[config.mk]
export PLATFORM = sky130hd
export DESIGN_NAME = fifo_sync_buffer
export DESIGN_NICKNAME = d
export VERILOG_FILES = /design/src/rtl/fifo_sync_buffer.sv
export SDC_FILE = /design/constraint.sdc
export NUM_CORES = 1
export LEC_CHECK = 0
export BUFFER_PORTS_ARGS = -buffer_cell sky130_fd_sc_hd__buf_2
export CAP_MARGIN = 20
export CELL_PAD_IN_SITES_DETAIL_PLACEMENT = 1
export CELL_PAD_IN_SITES_GLOBAL_PLACEMENT = 2
export CORE_UTILIZATION = 39
export DETAILED_ROUTE_END_ITERATION = 10
export GPL_TIMING_DRIVEN = 0
export PLACE_DENSITY = 0.77
export SYNTH_ARGS = -nofsm -noshare
export SYNTH_HDL_FRONTEND = slang
export SYNTH_SLANG_ARGS = --single-unit
export TNS_END_PERCENT = 50
[constraint.sdc]
create_clock -name clk -period 2.8 [get_ports clk]
set_input_delay 0.42 -clock clk [delete_from_list [all_inputs] [get_ports clk]]
set_output_delay 0.42 -clock clk [all_outputs]
set_load 0.005 [all_outputs]
[src/rtl/fifo_sync_buffer.sv]
// ============================================================================
// fifo_sync_buffer
// ----------------------------------------------------------------------------
// Single-clock FIFO over one flat storage vector, with ready/valid handshakes
// on the write and read sides. Read data is first-word-fall-through: the head
// entry is driven combinationally from registered state.
//
// Optional build macro: FIFO_SYNC_BUFFER_OVERFLOW_FLAG_EN
//   When defined, adds sticky overflow/underflow outputs. These are cleared
//   only by reset.
//
// Parameters:
//   DATA_WIDTH  bits per entry (>= 1)
//   DEPTH       number of entries (power of two, >= 2)
//
// Ports:
//   clk          in   system clock; all logic on the rising edge
//   reset        in   synchronous active-low reset
//   write_data   in   entry to enqueue
//   write_valid  in   producer offers write_data
//   write_ready  out  FIFO can accept an entry (not full)
//   read_data    out  head entry (0 when empty after reset)
//   read_valid   out  head entry is valid (not empty)
//   read_ready   in   consumer takes the head entry
//   count        out  number of stored entries, 0..DEPTH
//   full         out  count == DEPTH
//   empty        out  count == 0
//   overflow     out  (macro only) sticky: write_valid seen while full
//   underflow    out  (macro only) sticky: read_ready seen while empty
//
// Handshake semantics (both sides):
//   A transfer happens on a rising edge exactly when valid && ready are both
//   high. write_ready and read_valid depend only on registered state, never
//   on the opposite side's inputs. Therefore a full FIFO never bypasses a
//   write into a read slot, and an empty FIFO never bypasses a write to the
//   read port.
// ============================================================================
module fifo_sync_buffer #(
    parameter int DATA_WIDTH = 8,
    parameter int DEPTH      = 8
) (
    input  logic                       clk,
    input  logic                       reset,
    input  logic [DATA_WIDTH-1:0]      write_data,
    input  logic                       write_valid,
    output logic                       write_ready,
    output logic [DATA_WIDTH-1:0]      read_data,
    output logic                       read_valid,
    input  logic                       read_ready,
    output logic [$clog2(DEPTH):0]     count,
    output logic                       full,
    output logic                       empty
`ifdef FIFO_SYNC_BUFFER_OVERFLOW_FLAG_EN
    ,
    output logic                       overflow,
    output logic                       underflow
`endif
);

    localparam int PTR_W  = $clog2(DEPTH);
    localparam int ADDR_W = $clog2(DATA_WIDTH * DEPTH);
    localparam int CNT_W  = PTR_W + 1;
    localparam int MEM_W  = DATA_WIDTH * DEPTH;

    localparam logic [PTR_W-1:0]  PTR_LAST  = PTR_W'(DEPTH - 1);
    localparam logic [ADDR_W-1:0] ADDR_STEP = ADDR_W'(DATA_WIDTH);
    localparam logic [CNT_W-1:0]  CNT_FULL  = CNT_W'(DEPTH);
    localparam logic [CNT_W-1:0]  CNT_ONE   = CNT_W'(1);

    logic [MEM_W-1:0]  storage_q, storage_d;
    logic [PTR_W-1:0]  wr_ptr_q, wr_ptr_d;
    logic [PTR_W-1:0]  rd_ptr_q, rd_ptr_d;
    logic [ADDR_W-1:0] wr_addr_q, wr_addr_d;
    logic [ADDR_W-1:0] rd_addr_q, rd_addr_d;
    logic [CNT_W-1:0]  count_q, count_d;

    logic wr_fire;
    logic rd_fire;

    // Status is decoded from the registered count, never stored separately.
    assign full        = (count_q == CNT_FULL);
    assign empty       = (count_q == '0);
    assign count       = count_q;
    assign write_ready = !full;
    assign read_valid  = !empty;
    assign read_data   = storage_q[rd_addr_q +: DATA_WIDTH];

    assign wr_fire = write_valid && write_ready;
    assign rd_fire = read_valid && read_ready;

    always_comb begin
        storage_d = storage_q;
        wr_ptr_d  = wr_ptr_q;
        wr_addr_d = wr_addr_q;
        rd_ptr_d  = rd_ptr_q;
        rd_addr_d = rd_addr_q;
        count_d   = count_q;

        if (wr_fire) begin
            storage_d[wr_addr_q +: DATA_WIDTH] = write_data;
            // Pointer and bit address move in lock-step. The pointer decides
            // the wrap, so the address never needs a magnitude compare
            // against a non-power-of-two bound.
            if (wr_ptr_q == PTR_LAST) begin
                wr_ptr_d  = '0;
                wr_addr_d = '0;
            end else begin
                wr_ptr_d  = wr_ptr_q + 1'b1;
                wr_addr_d = wr_addr_q + ADDR_STEP;
            end
        end

        if (rd_fire) begin
            if (rd_ptr_q == PTR_LAST) begin
                rd_ptr_d  = '0;
                rd_addr_d = '0;
            end else begin
                rd_ptr_d  = rd_ptr_q + 1'b1;
                rd_addr_d = rd_addr_q + ADDR_STEP;
            end
        end

        case ({wr_fire, rd_fire})
            2'b10:   count_d = count_q + CNT_ONE;
            2'b01:   count_d = count_q - CNT_ONE;
            default: count_d = count_q;
        endcase
    end

    always_ff @(posedge clk) begin
        if (!reset) begin
            storage_q <= '0;
            wr_ptr_q  <= '0;
            wr_addr_q <= '0;
            rd_ptr_q  <= '0;
            rd_addr_q <= '0;
            count_q   <= '0;
        end else begin
            storage_q <= storage_d;
            wr_ptr_q  <= wr_ptr_d;
            wr_addr_q <= wr_addr_d;
            rd_ptr_q  <= rd_ptr_d;
            rd_addr_q <= rd_addr_d;
            count_q   <= count_d;
        end
    end

`ifdef FIFO_SYNC_BUFFER_OVERFLOW_FLAG_EN
    logic overflow_q, overflow_d;
    logic underflow_q, underflow_d;

    // Sticky error flags: they record a refused request, and only reset
    // clears them.
    always_comb begin
        overflow_d  = overflow_q  | (write_valid && full);
        underflow_d = underflow_q | (read_ready && empty);
    end

    always_ff @(posedge clk) begin
        if (!reset) begin
            overflow_q  <= 1'b0;
            underflow_q <= 1'b0;
        end else begin
            overflow_q  <= overflow_d;
            underflow_q <= underflow_d;
        end
    end

    assign overflow  = overflow_q;
    assign underflow = underflow_q;
`endif

endmodule

==> impl_metrics.ini <==
[timing]
finalSetupViolations = 0
hold_viol = 0
post-route-period-util = 0.943
relSlewSlack = 0.511
grt_setup_unrepaired = no
final-max-slew-violation-count = 0
max_freq_ghz = 0.379
tightest_slew_ns = 0.734
timing.setup.tns_ns = 0
finalClockSkew_ns = 0.0111
fin_crit_ns = 2.64

[floorplan]
pin_count = 28
initial_utilization = 0.407
coreArea_sq_mm = 0.00933
rows = 35
dieWidth_um = 101
design.die.area_sq_mm = 0.0101
fp.dieH_um = 101

[grt]
grt_pass1_wl_um = 16600
grt_max_degree = 14
gr-total-overflow = 0
track_usage = 0.224
antenna_found_initial = 0
grt_pass1_vias = 2960

[clock_tree]
cts_made_buffers = 9
ctsHoldBuffers = 0
clk_latency_ns = 0.36
root_buffer = clkbuf_8
cts.sinks = 80
clock_path_buffers = 2
htree_levels = 3
cts_tree = done
cts.reportedPaths.clkPinSlew_ns = 0.08

[critical_path]
crit_arrival_ns = 2.93
worstPathRequired_ns = 3.09
crit_chain = or4b_4 > and2_4 > buf_6 > inv_4 > ha_4 > ha_1 > a21o_1 > a21oi_1 > mux2i_1 > mux2i_1
worstSetupStartpointType = register
cp-end-kind = register
cp.buffers_inverters = 2
cp_top_family = simple AND/OR/NAND/NOR gates
max_stage_delay_ns = 0.55
regToRegSetupSlack_ns = 0.16
critical_path.slowest_cell = or4b_4
timing.critical_path.mode_cell = mux2i_1
cp_max_fo = 10
worstSetupPathType = reg2reg

[synth]
synthTopCellsByArea = dfxtp_1, mux2i_1, mux4_2
syn-num-nets = 404
synth_cell_types = 40
synth_edf_count = 0
seq_area_frac_synth = 0.422
synth_flop_cell = dfxtp_1
ys_ff_latch = 80
syn_avg_cell_area_sq_um = 10.0
ys_async_sr_fraction = 0
yosysWarningCount = 0
syn_inst = 379
synth.top_cell.area_share = 0.422
netlist_area_sq_mm = 0.00379
synth_top_area_cell = dfxtp_1

[pwr]
ir_worst_vdd_mv = 0.317
p_leak_uw = 0.00170
total_power_uw = 3010
p_per_area_mw_per_mm2 = 684

[cells_and_area]
drive_gt1_frac = 0.216
layout_commonest_cell = nand2_1
final_cell_mix = nand2_1, dfxtp_1, mux2i_1
area_growth_pct = 15.9
n_fill_cell = 1086
antenna-diode-count = 0
final_util = 0.471
layout.nets = 445

[detailed_routing]
ant_nets = 0
drt_iter0_markers = 87
avgViaCountPerCell = 5.20
drc = 0
drtPass1Iterations = 4
num_vias = 2880
wl_um = 10500
wl_per_cell_um = 19.0

[placed_design]
gp_congestion = 0.732
hpwl_um = 7490
port_buffers = 26

[job]
maxCapViolCount = 0

[outcome]
status = finished, final reports clean

[min_path]
worst_hold_path_type = in2reg
## worst paths after layout
| kind | start | end | depth (start not counted) |
|---|---|---|---|
| worst max-delay path | count[0] | count[3] | 10 |
| worst max register to register | count[0] | count[3] | 10 |
| worst min register to register | storage_q[23] | storage_q[23] | 2 |
| worst min-delay path | write_data[1] | storage_q[41] | 3 |
## stage by stage
step | std cells | cell area (sq um) | setup WS [ns] | hold slack (ns)
CTS | 550 | 4320 | 0.00722 | 0.315
global placement | 534 | 4090 | -0.0295 | 0.438
global route | 554 | 4400 | 0.00479 | 0.336
floorplan | 379 | 3790 | 0.261 | 0.432
finish | 554 | 4400 | 0.160 | 0.324
detailed placement | 534 | 4090 | -0.0706 | 0.448
## worst reg2reg max path, stage by stage (launching register included)
cell	delay [ns]
dfxtp_1	0.37
or4b_4	0.55
and2_4	0.18
buf_6	0.14
inv_4	0.15
ha_4	0.18
ha_1	0.22
a21o_1	0.17
a21oi_1	0.18
mux2i_1	0.24
mux2i_1	0.19
## registers in the layout, summed over array words and instances, names as in the netlist
name and cells:
count 4, rd_addr_q 3, rd_ptr_q 3, storage_q 64, wr_addr_q 3, wr_ptr_q 3
## routing by layer
| layer | vias up | GRT usage | wire (um) |
|---|---|---|---|
| li1 | 1403 | - | - |
| met1 | 1431 | 0.293 | 4910 |
| met2 | 38 | 0.386 | 5220 |
| met3 | 8 | 0.0374 | 307 |
| met4 | 0 | 0.0557 | 95 |
| met5 | - | 0 | 0 |
## cells by family (layout without fill, tap and decap cells)
family / after synthesis / after routing / synth area share
DFF: 80 / 80 / 0.422
buffers and inverters: 34 / 80 / 0.0402
AOI/OAI and AO/OA: 34 / 34 / 0.0538
muxes: 74 / 74 / 0.251
adders and majority gates: 13 / 13 / 0.0449
and+or+nand+nor: 142 / 142 / 0.184
xor gates and xnor gates: 2 / 2 / 0.00462
## cell type report
type                            instances  area [sq um]  area share
Timing Repair Buffer                   30           173      0.0393
Multi-Input combinational cell        265          2080       0.474
Clock inverter                          5          81.3      0.0185
Buffer                                 23           120      0.0273
Tap cell                              129           161      0.0367
Inverter                               11          43.8     0.00996
Clock buffer                           11           131      0.0299
Sequential cell                        80          1600       0.364
## timing repair
item,in CTS,in global routing
buffers inserted,0,4
setup endpoints to repair,20,37
gates resized for setup,6,7
cloned,0,0
pin swaps,0,2
## report_power, final
| group | switching (uW) | leakage [uW] | internal [uW] |
|---|---|---|---|
| clock network | 431 | 0.000104 | 503 |
| registers | 63.1 | 0.000647 | 1210 |
| logic | 448 | 0.000952 | 358 |
## cell usage after synthesis, drive strengths merged (5+ instances only)
library cell and number:
a21boi 11, buf 6, clkbuf 17, dfxtp 80, ha 12, inv 11, mux2 8, mux2i 50
mux4 16, nand2 90, nand3 19, nor2 7, nor3 5, o21ai 20
(Power assumes the default switching activity.)
